## src/rtl/time_sentence_tx.sv

```systemverilog
// rtl/time_sentence_tx.sv - UART broadcaster of "$GPTIM,hhmmss*CC\r\n" on each pps strobe
// Define TX_PARITY_EN to add an even-parity bit per character (8E1 instead of 8N1).
module time_sentence_tx #(
  parameter int CLK_FREQ = 50000000,
  parameter int BAUD     = 9600
) (
  input  logic       clk,
  input  logic       reset,
  input  logic       pps_in,
  input  logic [3:0] sec_1,
  input  logic [2:0] sec_2,
  input  logic [3:0] min_1,
  input  logic [2:0] min_2,
  input  logic [3:0] hour_1,
  input  logic [1:0] hour_2,
  output logic       tx_out,
  output logic       busy,
  output logic       overrun
);

  localparam int CLKS_PER_BIT = CLK_FREQ / BAUD;
  localparam int CW = (CLKS_PER_BIT > 1) ? $clog2(CLKS_PER_BIT) : 1;
  localparam logic [CW-1:0] CNT_LAST = CW'(CLKS_PER_BIT - 1);
  localparam logic [4:0] LAST_CHAR = 5'd17;
  // XOR of the fixed "GPTIM," characters that precede the digits
  localparam logic [7:0] CSUM_PREFIX = 8'h47 ^ 8'h50 ^ 8'h54 ^ 8'h49 ^ 8'h4D ^ 8'h2C;

  typedef enum logic [2:0] {
    S_IDLE,
    S_START,
    S_DATA,
`ifdef TX_PARITY_EN
    S_PARITY,
`endif
    S_STOP
  } state_t;

  state_t          state_q, state_d;
  logic [CW-1:0]   cnt_q, cnt_d;
  logic [2:0]      bit_q, bit_d;
  logic [4:0]      char_q, char_d;
  logic            tx_q, tx_d;
  logic            ovr_q, ovr_d;
  logic            latch;
  logic [1:0]      h2_q;
  logic [3:0]      h1_q, m1_q, s1_q;
  logic [2:0]      m2_q, s2_q;
  logic [7:0]      csum;
  logic [7:0]      cur_char;

  function automatic logic [7:0] enc_digit(input logic [3:0] d);
    return (d > 4'd9) ? 8'h3F : {4'h3, d};
  endfunction

  function automatic logic [7:0] hex_char(input logic [3:0] n);
    return (n < 4'd10) ? {4'h3, n} : (8'h37 + {4'h0, n});
  endfunction

  assign csum = CSUM_PREFIX ^ enc_digit({2'b00, h2_q}) ^ enc_digit(h1_q)
              ^ enc_digit({1'b0, m2_q}) ^ enc_digit(m1_q)
              ^ enc_digit({1'b0, s2_q}) ^ enc_digit(s1_q);

  always_comb begin
    state_d = state_q;
    cnt_d   = cnt_q;
    bit_d   = bit_q;
    char_d  = char_q;
    latch   = 1'b0;
    ovr_d   = ovr_q | (pps_in && (state_q != S_IDLE));
    case (state_q)
      S_IDLE: begin
        if (pps_in) begin
          state_d = S_START;
          cnt_d   = '0;
          bit_d   = 3'd0;
          char_d  = 5'd0;
          latch   = 1'b1;
        end
      end
      S_START: begin
        if (cnt_q == CNT_LAST) begin
          cnt_d   = '0;
          bit_d   = 3'd0;
          state_d = S_DATA;
        end else begin
          cnt_d = cnt_q + 1'b1;
        end
      end
      S_DATA: begin
        if (cnt_q == CNT_LAST) begin
          cnt_d = '0;
          if (bit_q == 3'd7) begin
`ifdef TX_PARITY_EN
            state_d = S_PARITY;
`else
            state_d = S_STOP;
`endif
          end else begin
            bit_d = bit_q + 1'b1;
          end
        end else begin
          cnt_d = cnt_q + 1'b1;
        end
      end
`ifdef TX_PARITY_EN
      S_PARITY: begin
        if (cnt_q == CNT_LAST) begin
          cnt_d   = '0;
          state_d = S_STOP;
        end else begin
          cnt_d = cnt_q + 1'b1;
        end
      end
`endif
      S_STOP: begin
        if (cnt_q == CNT_LAST) begin
          cnt_d = '0;
          if (char_q < LAST_CHAR) begin
            char_d  = char_q + 1'b1;
            state_d = S_START;
          end else begin
            char_d  = 5'd0;
            state_d = S_IDLE;
          end
        end else begin
          cnt_d = cnt_q + 1'b1;
        end
      end
      default: state_d = S_IDLE;
    endcase
  end

  // Character selected by the next index so tx_out is registered in step with the state
  always_comb begin
    cur_char = 8'h0A;
    case (char_d)
      5'd0:  cur_char = 8'h24;
      5'd1:  cur_char = 8'h47;
      5'd2:  cur_char = 8'h50;
      5'd3:  cur_char = 8'h54;
      5'd4:  cur_char = 8'h49;
      5'd5:  cur_char = 8'h4D;
      5'd6:  cur_char = 8'h2C;
      5'd7:  cur_char = enc_digit({2'b00, h2_q});
      5'd8:  cur_char = enc_digit(h1_q);
      5'd9:  cur_char = enc_digit({1'b0, m2_q});
      5'd10: cur_char = enc_digit(m1_q);
      5'd11: cur_char = enc_digit({1'b0, s2_q});
      5'd12: cur_char = enc_digit(s1_q);
      5'd13: cur_char = 8'h2A;
      5'd14: cur_char = hex_char(csum[7:4]);
      5'd15: cur_char = hex_char(csum[3:0]);
      5'd16: cur_char = 8'h0D;
      default: cur_char = 8'h0A;
    endcase
  end

  always_comb begin
    tx_d = 1'b1;
    case (state_d)
      S_START:  tx_d = 1'b0;
      S_DATA:   tx_d = cur_char[bit_d];
`ifdef TX_PARITY_EN
      S_PARITY: tx_d = ^cur_char;
`endif
      default:  tx_d = 1'b1;
    endcase
  end

  always_ff @(posedge clk) begin
    if (reset) begin
      state_q <= S_IDLE;
      cnt_q   <= '0;
      bit_q   <= 3'd0;
      char_q  <= 5'd0;
      tx_q    <= 1'b1;
      ovr_q   <= 1'b0;
    end else begin
      state_q <= state_d;
      cnt_q   <= cnt_d;
      bit_q   <= bit_d;
      char_q  <= char_d;
      tx_q    <= tx_d;
      ovr_q   <= ovr_d;
    end
  end

  always_ff @(posedge clk) begin
    if (latch) begin
      h2_q <= hour_2;
      h1_q <= hour_1;
      m2_q <= min_2;
      m1_q <= min_1;
      s2_q <= sec_2;
      s1_q <= sec_1;
    end
  end

  assign tx_out  = tx_q;
  assign busy    = (state_q != S_IDLE);
  assign overrun = ovr_q;

endmodule

```

## config.mk

```make
export PLATFORM = sky130hd
export DESIGN_NAME = time_sentence_tx
export DESIGN_NICKNAME = d
export VERILOG_FILES = /design/src/rtl/time_sentence_tx.sv
export SDC_FILE = /design/constraint.sdc
export NUM_CORES = 1
export LEC_CHECK = 0
export ABC_CLOCK_PERIOD_IN_PS = 9540
export BUFFER_PORTS_ARGS = -buffer_cell sky130_fd_sc_hd__buf_4
export CAP_MARGIN = 40
export CORE_MARGIN = 5
export CORE_UTILIZATION = 52
export DETAILED_ROUTE_END_ITERATION = 10
export PLACE_DENSITY_LB_ADDON = 0.05
export SETUP_SLACK_MARGIN = 0.5
export SYNTH_ARGS = -nofsm -noshare
export SYNTH_HDL_FRONTEND = slang
export SYNTH_SLANG_ARGS = --single-unit
```

## constraint.sdc

```tcl
create_clock -name clk -period 9.54 [get_ports clk]
set_clock_uncertainty 0.05 [all_clocks]
set_input_delay 0 -clock clk [delete_from_list [all_inputs] [get_ports clk]]
set_output_delay 0 -clock clk [all_outputs]
set_load 0.02 [all_outputs]
```

==> metrics.csv <==
metric;value;unit
cp-end-kind;flip-flop;
synth.most_common_cell;nor2_1;
cp_slowest_stage_delay;0.44;ns
async_flop_share;0;
dr.pass1.iters;5;
reg2reg_from;cnt_q[0]$_SDFFE_PP0P_;
ctsHoldBuffers;23;
critical_path_buf_inv_count;0;
synth_area;0.00299;mm^2
finalNetCount;411;
path_max_fanout;18;
wl_per_cell;16.2;um
grt_pass1_wl;12.5;mm
leakage;1.26;nW
yosysSeqAreaShare;0.375;
holdPathStages;2;
yosys.area.top_type;edfxtp_1;
r2r-end;tx_out$_SDFF_PP1_;
slew_viol_final;0;
hpwl;5.18;mm
root_buffer;clkbuf_8;
core_area;0.00554;mm^2
final.min_clock_period;3.29;ns
io_pins;26;
dieArea;0.00737;mm^2
synth_common_cells;nor2_1, dfxtp_1, a21oi_1;
hp-class;in2reg;
synthCells;345;
gr-usage-all-layers;0.211;
worstRegToRegCells;11;
grt_max_degree;27;
numPortBuffers;25;
yosysWarnings;0;
synthDistinctLibCells;63;
viasPerCell;6.21;
p_per_area;113;mW/mm^2
start_util;0.540;
vias;2844;
setup_viol;0;
htreeDepth;2;
antenna_found_initial;0;
first_global_vias;2572;
hold_start;hour_2[1];
cp_data_required_time;9.73;ns
min_to;h2_q[1]$_DFFE_PP_;
r2r_setup_slack;6.25;ns
synth_flop_cell;dfxtp_1;
cts_setup_buffers;0;
overflow;0;
cp.arrival;3.48;ns
nFillCells;476;
startpoint;cnt_q[0]$_SDFFE_PP0P_;
cp_cell_sequence;ha_1, nand4b_1, nor3_4, nand4_1, and2_1, nor2_4, nand3_1, o41ai_1, a211oi_1, o211a_1, a21oi_1;
timing.slew.headroom;0.457;
rsz0062_at_grt;no;
cts_sinks;46;
drc_errors;0;
cts_buffer_depth;2;
die_h;85.9;um
drive_gt1_frac;0.114;
cts_tree;done;
drtIter0Drc;295;
ys_ff_latch;46;
start_kind;flip-flop;
fin_crit_sh;0.345;
yosysTopAreaCellShare;0.201;
total_power;0.000400;W
clkTransAtPathRegs;0.09;ns
cp_top_family;simple AND/OR/NAND/NOR gates;
finalSetupTns;0;ns
synth_edf_count;20;
hold_viol;0;
cts_resized;0;
postRouteAntennaNets;0;
diodes;0;
cts_buffers;5;
vdd_drop_max;0.0000825;V
slowest_stage;nor3_4;
outcome;finished, final reports clean;
synth_area_leaders;edfxtp_1, dfxtp_1, nor2_1;
clock.fmax;304;MHz
syn_area_per_cell;8.67;um^2
syn_nets;371;
maxCapViolations;0;
chipWidth;85.9;um
tightest_slew;0.813;ns
globalplace.congestion;0.956;
area_growth;18.7;%
critical_path_class;reg2reg;
rows;27;
routed_wl;7.41;mm
clkLatencyLatePin;0.30;ns
[where the power goes]
part	switching, W	internal (W)	leakage [nW]
clock network	0.0000691	0.0000680	0.0567
logic	0.0000225	0.0000253	0.803
registers	0.00000430	0.000211	0.397
[cell usage in the layout, fill, tap and decap left out, types with 5 or more instances in the layout]
| cell | count |
|---|---|
| o21a_1 | 6 |
| xnor2_1 | 13 |
| dlygate4sd3_1 | 23 |
| nand3_1 | 15 |
| a41oi_1 | 5 |
| nor3_1 | 11 |
| nor4_1 | 8 |
| nand2_1 | 20 |
| buf_4 | 27 |
| or3_1 | 5 |
| a211oi_1 | 7 |
| dfxtp_1 | 26 |
| a31oi_1 | 6 |
| a21oi_1 | 24 |
| o21ai_0 | 16 |
| nor2_1 | 48 |
| xor2_1 | 12 |
| edfxtp_1 | 20 |
| clkbuf_8 | 5 |
| nand4_1 | 7 |
| nand2b_1 | 5 |
[worst max-delay path by stage]
stage,end,slack (ns),cells past startpoint
after CTS,tx_out$_SDFF_PP1_,6.27,11
after floorplan,tx_out$_SDFF_PP1_,5.88,11
after global routing,tx_out$_SDFF_PP1_,5.95,11
after global placement,tx_out$_SDFF_PP1_,6.08,10
final,tx_out$_SDFF_PP1_,6.25,11
after detailed placement,tx_out$_SDFF_PP1_,6.30,11
[layout make-up]
| cell class | instances | area, um^2 | share of cell area |
|---|---|---|---|
| multi-input cells | 277 | 1780 | 0.501 |
| clock inverters | 2 | 13.8 | 0.00387 |
| flip-flops and latches | 46 | 1120 | 0.316 |
| clock buffers | 6 | 93.8 | 0.0264 |
| inverters | 4 | 15.0 | 0.00423 |
| repair buffers | 51 | 438 | 0.123 |
| well taps | 72 | 90.1 | 0.0254 |
[routing by layer]
metal  share of wire  up-vias  track usage
met5               0        -            0
met4           0.020        0       0.0691
met3           0.062       21       0.0365
met2            0.45      117        0.323
met1            0.47     1317        0.303
li1                -     1389            -
[kinds of logic (layout without fill, tap and decap cells)]
kind of cell               after synthesis  in the layout  share of synthesized area
buffers and inverters                   22             63                     0.0330
adders and majority gates                3              3                     0.0125
and+or+nand+nor                        145            145                      0.263
AOI/OAI and AO/OA                       99             99                      0.224
DFF                                     46             46                      0.375
xor gates and xnor gates                26             26                     0.0807
muxes                                    3              3                     0.0105
other                                    1              1                    0.00125
[registers in the layout, indices dropped and copies added (netlist names)]
register  flops
cnt_q        13
char_q        5
m2_q          3
s2_q          3
state_q       3
overrun       1
tx_out        1
h2_q          2
bit_q         3
s1_q          4
m1_q          4
h1_q          4
[through the flow]
| stage | setup WS [ns] | instances | hold slack (ns) | instance area (um^2) | util |
|---|---|---|---|---|---|
| final | 6.25 | 458 | 0.358 | 3550 | 0.641 |
| after global routing | 5.95 | 458 | 0.346 | 3550 | 0.641 |
| after CTS | 6.27 | 458 | 0.349 | 3550 | 0.641 |
| after detailed placement | 6.30 | 427 | 0.129 | 3210 | 0.580 |
| after global placement | 6.08 | 425 | 0.128 | 3200 | 0.578 |
| after floorplan | 5.88 | 345 | 0.0194 | 2990 | - |
(Power assumes the default switching activity.)
